--- config.mk ---
export PLATFORM = sky130hd
export DESIGN_NAME = fetch_unit
export DESIGN_NICKNAME = d
export VERILOG_FILES = /design/src/rtl/rv32i_pkg.sv /design/src/rtl/fetch_fifo.sv /design/src/rtl/fetch_unit.sv
export SDC_FILE = /design/constraint.sdc
export NUM_CORES = 1
export LEC_CHECK = 0
export CORE_ASPECT_RATIO = 0.6
export CORE_MARGIN = 2
export CORE_UTILIZATION = 30
export CTS_CLUSTER_SIZE = 12
export DETAILED_ROUTE_END_ITERATION = 8
export SLEW_MARGIN = 5
export SYNTH_ARGS = -nofsm -noshare
export SYNTH_HDL_FRONTEND = slang
export SYNTH_HIERARCHICAL = 1
export SYNTH_SLANG_ARGS = --single-unit
--- constraint.sdc ---
create_clock -name clk -period 3.68 [get_ports clk]
set_input_delay 1.104 -clock clk [delete_from_list [all_inputs] [get_ports clk]]
set_output_delay 1.104 -clock clk [all_outputs]
set_load 0.01 [all_outputs]
--- src/rtl/rv32i_pkg.sv ---
// Shared types and constants for the rv32i front end (fetch and decode).
package rv32i_pkg;

  localparam int          XLEN    = 32;
  localparam logic [31:0] PC_STEP = 32'd4;

  typedef enum logic [1:0] {
    IDLE,
    WAIT,
    DRAIN
  } fetch_state_t;

  typedef struct packed {
    logic [XLEN-1:0] pc;
    logic [XLEN-1:0] instr;
  } fetch_entry_t;

  // Word-aligns an address by clearing its byte-offset bits.
  function automatic logic [XLEN-1:0] pc_align(input logic [XLEN-1:0] pc);
    return pc & ~32'h0000_0003;
  endfunction

endpackage

--- src/rtl/fetch_fifo.sv ---
// Small instruction buffer holding {pc, instr} pairs between fetch and decode.
// Power-of-two depth so the read/write pointers wrap naturally.
module fetch_fifo
  import rv32i_pkg::*;
#(
  parameter  int FIFO_DEPTH = 2,
  localparam int PTR_W      = $clog2(FIFO_DEPTH)
) (
  input  logic         clk,
  input  logic         rst,
  input  logic         push,
  input  logic         pop,
  input  logic         flush,
  input  fetch_entry_t push_entry,
  output logic [PTR_W:0] count,
  output fetch_entry_t head
);

  logic [PTR_W-1:0] wr_ptr_q, wr_ptr_d;
  logic [PTR_W-1:0] rd_ptr_q, rd_ptr_d;
  logic [PTR_W:0]   count_q, count_d;
  logic             do_push;
  logic             do_pop;
  fetch_entry_t     slots [FIFO_DEPTH];

  always_comb begin
    do_push  = push & ~flush;
    do_pop   = pop & ~flush & (count_q != '0);
    wr_ptr_d = wr_ptr_q;
    rd_ptr_d = rd_ptr_q;
    count_d  = count_q;
    if (flush) begin
      wr_ptr_d = '0;
      rd_ptr_d = '0;
      count_d  = '0;
    end else begin
      wr_ptr_d = wr_ptr_q + PTR_W'(do_push);
      rd_ptr_d = rd_ptr_q + PTR_W'(do_pop);
      count_d  = count_q + (PTR_W+1)'(do_push) - (PTR_W+1)'(do_pop);
    end
  end

  always_ff @(posedge clk or negedge rst) begin
    if (!rst) begin
      wr_ptr_q <= '0;
      rd_ptr_q <= '0;
      count_q  <= '0;
    end else begin
      wr_ptr_q <= wr_ptr_d;
      rd_ptr_q <= rd_ptr_d;
      count_q  <= count_d;
    end
  end

  genvar gi;
  generate
    for (gi = 0; gi < FIFO_DEPTH; gi++) begin : g_slot
      fetch_entry_t slot_q;
      logic         wr_en;

      assign wr_en = do_push && (wr_ptr_q == PTR_W'(gi));

      always_ff @(posedge clk or negedge rst) begin
        if (!rst) begin
          slot_q <= '0;
        end else if (wr_en) begin
          slot_q <= push_entry;
        end
      end

      assign slots[gi] = slot_q;
    end
  endgenerate

  assign count = count_q;
  assign head  = slots[rd_ptr_q];

endmodule

--- src/rtl/fetch_unit.sv ---
// rv32i instruction fetch: owns the PC, one outstanding imem read, buffered output to decode.
// Optional FETCH_MISALIGN_CHECK_EN adds a sticky fetch_fault for misaligned redirect targets.
module fetch_unit
  import rv32i_pkg::*;
#(
  parameter logic [31:0] RESET_PC   = 32'h0000_0000,
  parameter int          FIFO_DEPTH = 2
) (
  input  logic        clk,
  input  logic        rst,
  output logic        imem_req,
  output logic [31:0] imem_addr,
  input  logic        imem_valid,
  input  logic [31:0] imem_rdata,
  output logic        instr_valid,
  output logic [31:0] instr,
  output logic [31:0] instr_pc,
  input  logic        instr_ready,
  input  logic        redirect_valid,
  input  logic [31:0] redirect_pc
`ifdef FETCH_MISALIGN_CHECK_EN
  ,
  output logic        fetch_fault
`endif
);

  localparam int CW = $clog2(FIFO_DEPTH) + 1;

  fetch_state_t  state_q, state_d;
  logic [31:0]   pc_q, pc_d;
  logic [31:0]   req_pc_q, req_pc_d;
  logic [31:0]   redir_target;
  logic          stop_issue;

  logic          fifo_push;
  logic          fifo_pop;
  fetch_entry_t  push_entry;
  fetch_entry_t  fifo_head;
  logic [CW-1:0] fifo_count;
  logic [CW-1:0] count_after_pop;
  logic          can_issue;

`ifdef FETCH_MISALIGN_CHECK_EN
  logic fault_q, fault_d;

  always_comb begin
    redir_target = redirect_pc;
    fault_d      = fault_q | (redirect_valid & (redirect_pc[1:0] != 2'b00));
    stop_issue   = fault_q;
  end

  always_ff @(posedge clk or negedge rst) begin
    if (!rst) begin
      fault_q <= 1'b0;
    end else begin
      fault_q <= fault_d;
    end
  end

  assign fetch_fault = fault_q;
`else
  always_comb begin
    redir_target = pc_align(redirect_pc);
    stop_issue   = 1'b0;
  end
`endif

  // A redirect outranks the pop, so decode never sees a handshake in that cycle.
  assign fifo_pop        = instr_valid & instr_ready & ~redirect_valid;
  assign count_after_pop = fifo_count - CW'(fifo_pop);
  // rst gates issue so imem_req stays low while reset is held.
  assign can_issue       = rst & ~redirect_valid & ~stop_issue &
                           (count_after_pop < CW'(FIFO_DEPTH));

  always_comb begin
    state_d          = state_q;
    pc_d             = pc_q;
    req_pc_d         = req_pc_q;
    imem_req         = 1'b0;
    fifo_push        = 1'b0;
    push_entry.pc    = req_pc_q;
    push_entry.instr = imem_rdata;

    unique case (state_q)
      IDLE: begin
        if (redirect_valid) begin
          pc_d = redir_target;
        end else if (can_issue) begin
          imem_req = 1'b1;
          req_pc_d = pc_q;
          pc_d     = pc_q + PC_STEP;
          state_d  = WAIT;
        end
      end
      WAIT: begin
        if (redirect_valid) begin
          pc_d    = redir_target;
          state_d = imem_valid ? IDLE : DRAIN;
        end else if (imem_valid) begin
          fifo_push = 1'b1;
          state_d   = IDLE;
        end
      end
      DRAIN: begin
        if (redirect_valid) begin
          pc_d = redir_target;
        end
        // The stale response is consumed here whatever else happens this cycle.
        if (imem_valid) begin
          state_d = IDLE;
        end
      end
      default: state_d = IDLE;
    endcase
  end

  always_ff @(posedge clk or negedge rst) begin
    if (!rst) begin
      state_q  <= IDLE;
      pc_q     <= RESET_PC;
      req_pc_q <= RESET_PC;
    end else begin
      state_q  <= state_d;
      pc_q     <= pc_d;
      req_pc_q <= req_pc_d;
    end
  end

  fetch_fifo #(
    .FIFO_DEPTH(FIFO_DEPTH)
  ) u_fifo (
    .clk       (clk),
    .rst       (rst),
    .push      (fifo_push),
    .pop       (fifo_pop),
    .flush     (redirect_valid),
    .push_entry(push_entry),
    .count     (fifo_count),
    .head      (fifo_head)
  );

  assign imem_addr   = pc_q;
  assign instr_valid = (fifo_count != '0);
  assign instr       = instr_valid ? fifo_head.instr : 32'h0;
  assign instr_pc    = instr_valid ? fifo_head.pc    : 32'h0;

endmodule

==> results of run 1 <==
[cells in the mapped netlist, types with 2 or more instances]
master	count	share of area, %
mux2_2	197	23
dfrtp_1	194	51
and2_1	67	4.4
a21oi_1	42	2.2
nand2_1	32	1.3
clkbuf_1	25	0.99
mux2_1	24	2.8
o21ai_0	23	1.2
nor2_1	20	0.79
buf_6	16	1.9
nand3_1	13	0.69
o22ai_1	12	0.79
inv_1	10	0.40
nand4_1	10	0.66
ha_1	9	1.2
a2bb2oi_1	6	0.55
buf_4	6	0.47
nor2b_1	5	0.33
a211oi_1	4	0.32
nor3_1	4	0.21
nor4_1	4	0.26
o22a_1	4	0.37
a21o_1	3	0.24
and3_1	3	0.20
buf_2	3	0.16
nand2b_1	3	0.20
a31oi_1	2	0.13
a41o_1	2	0.21
and4_1	2	0.18
or2_2	2	0.13
[stage by stage]
| step | setup WS [ns] | TNS (ns) | std cells | hold slack, ns |
|---|---|---|---|---|
| 3_5_place_dp | -0.230 | -0.230 | 1323 | 0.490 |
| 3_3_place_gp | -0.211 | -0.211 | 1323 | 0.483 |
| 4_1_cts | 0.108 | 0 | 1355 | 0.506 |
| 6_report | 0.179 | 0 | 1355 | 0.504 |
| 5_1_grt | 0.0276 | 0 | 1355 | 0.514 |
| 2_1_floorplan | 0.539 | 0 | 774 | 0.460 |
[worst max-delay path, stage by stage (launching register included)]
cell,delay (ns)
dfrtp_4,0.71
buf_4,0.27
mux2_2,0.35
and2_1,0.14
clkdlybuf4s50_1,0.48
[cell type report]
cell class	instances	area, sq um	share of cell area (%)
flip-flops and latches	194	4860	39.9
multi-input cells	519	4330	35.5
repair buffers	184	1880	15.4
well taps	416	520	4.27
clock buffers	19	433	3.55
clock inverters	13	126	1.04
inverters	10	37.5	0.308
[layout by cell type (no fill, tap or decap), drive strengths merged, types with 11 or more instances in the layout]
cell type      synthesis  final
and2                  67     67
clkbuf                25     20
dfrtp                194    194
nand3                 14     14
nor2                  20     20
o21ai                 23     23
clkdlybuf4s50          0    160
nand2                 32     32
inv                   10     15
buf                   26     22
a21oi                 43     43
o22ai                 12     12
nand4                 11     11
mux2                 221    221
[power by group]
group | total [uW] | internal [uW] | switching, uW
clock | 1810 | 946 | 867
combinational | 2520 | 1430 | 1100
sequential | 3540 | 2890 | 649
[final timing paths]
path	start	end	slack, ns	cells after the start
worst max-delay path	u_fifo/rd_ptr_q	instr_pc[22]	0.18	4
worst min-delay path	u_fifo/g_slot[0].slot_q[59]	u_fifo/g_slot[0].slot_q[59]	0.50	1
worst max register to register	imem_addr[2]	imem_addr[30]	1.27	6
worst min register to register	u_fifo/g_slot[0].slot_q[59]	u_fifo/g_slot[0].slot_q[59]	0.50	1
max in group asynchronous	rst	u_fifo/wr_ptr_q	1.33	3
min in group asynchronous	rst	u_fifo/g_slot[1].slot_q[28]	0.93	2
[registers in the layout (all words and copies together), names as in the netlist]
signal / cells
u_fifo/count: 2
state_q: 2
u_fifo/wr_ptr_q: 1
imem_addr: 30
u_fifo/g_slot.slot_q: 128
u_fifo/rd_ptr_q: 1
req_pc_q: 30
[cells by family (layout without fill, tap and decap cells)]
family	after synthesis	in the layout	synth area share [%]
multiplexers	222	222	26.3
AND/OR/NAND/NOR	175	175	10.3
adder cells (fa/ha/maj)	9	9	1.19
AO/OA/AOI/OAI	106	106	6.77
XOR/XNOR	1	1	0.237
buffers and inverters	61	226	3.95
other	1	6	0.0395
flip-flops	194	194	51.1
[per-layer routing]
metal  vias up  global-route usage (%)  part of all wire, %
met5         -                       0                0.048
met4         2                    3.33                  1.0
met3        19                    4.18                  4.8
met2       137                    21.9                   43
met1      3281                    22.9                   51
li1       3056                       -                    -
==> results_dict.tcl, run 1 <==
set metrics [dict create \
    cts_buffers 17 \
    synth_seq_cells 194 \
    powerDensity_nw_per_um2 647 \
    place.gp.congestion 0.763 \
    io_pins 167 \
    cap_violations 0 \
    synth_edf_count 0 \
    slew_headroom_pct 33.4 \
    status "complete, no violations" \
    synthArstFlopShare_pct 100 \
    final_net_count 1004 \
    yosysSeqAreaShare_pct 51.1 \
    chipHeight_um 142 \
    slew_violations 0 \
    vdd_ir_drop_max_mv 0.302 \
    viasPerCell 4.79 \
    routed_wl_mm 24.8 \
    track_usage_pct 15.3 \
    cts_hold_buf 0 \
    std_cell_rows 50 \
    core-area_sq_um 31200 \
    clkTransAtPathRegs_ns 0.07 \
    num_vias 6495 \
    fillCellCount 3034 \
    placed_area_sq_um 11600 \
    cp-start-kind "flop" \
    ant_nets 0 \
    cp-end-kind "primary output" \
    leakage_uw 0.00511 \
    worstPathRequired_ns 2.58 \
    portBuffers 162 \
    finalInstanceArea_sq_um 12200 \
    gr-total-overflow 0 \
    rsz0062_at_grt "no" \
    ys_warn_count 6 \
    grt_pass1_wl_mm 38.5 \
    hold_violations 0 \
    start_util_pct 30.5 \
    crit_fanout 21 \
    final_util_pct 39.1 \
    finalSetupViolations 0 \
    dr.pass1.iters 4 \
    critPathKind "reg -> out" \
    avgSynthCellArea_sq_um 12.3 \
    period_needed_ns 3.50 \
    postCtsSetupBuffers 0 \
    die_x_um 234 \
    fmax_ghz 0.286 \
    worstMarginPinSlew_ns 0.999 \
    ys.flop_type "dfrtp_1" \
    cts_sinks 194 \
    finalClockSkew_ns 0.0142 \
    cts-root-buf "clkbuf_16" \
    drt-initial-drc-count 417 \
    dieArea_sq_um 33100 \
    grt_antenna_before_repair 1 \
    cts_tree "built" \
    ctsLongestPathBuffers 2 \
    clk_latency_ns 0.45 \
    ys_types 52 \
    holdCritPathClass "reg -> reg" \
    dp_hpwl_mm 16.7 \
    wl_per_cell_um 18.3 \
    arrival_ns 2.40 \
    grt_pass1_vias 6522 \
    grt_max_degree 75 \
    drc_errors 0 \
    synth_area_sq_um 9490 \
    antenna-diode-count 0 \
    synth_cells 769 \
    post-route-period-util_pct 95.1 \
    cts.repair.resized 2 \
    drive_gt1_share_pct 28.3 \
    p_total_uw 7880 \
    htree_levels 4 \
    area_delta_synth_final_pct 28.3 \
]
No activity file was read; power rests on OpenSTA's default activity.
==> inputs of run 2 (changes only) <==
- CAP_MARGIN: default -> 20
==> results of run 2 <==
Same layout as run 1: the final DEF is identical, and so are final timing and power.
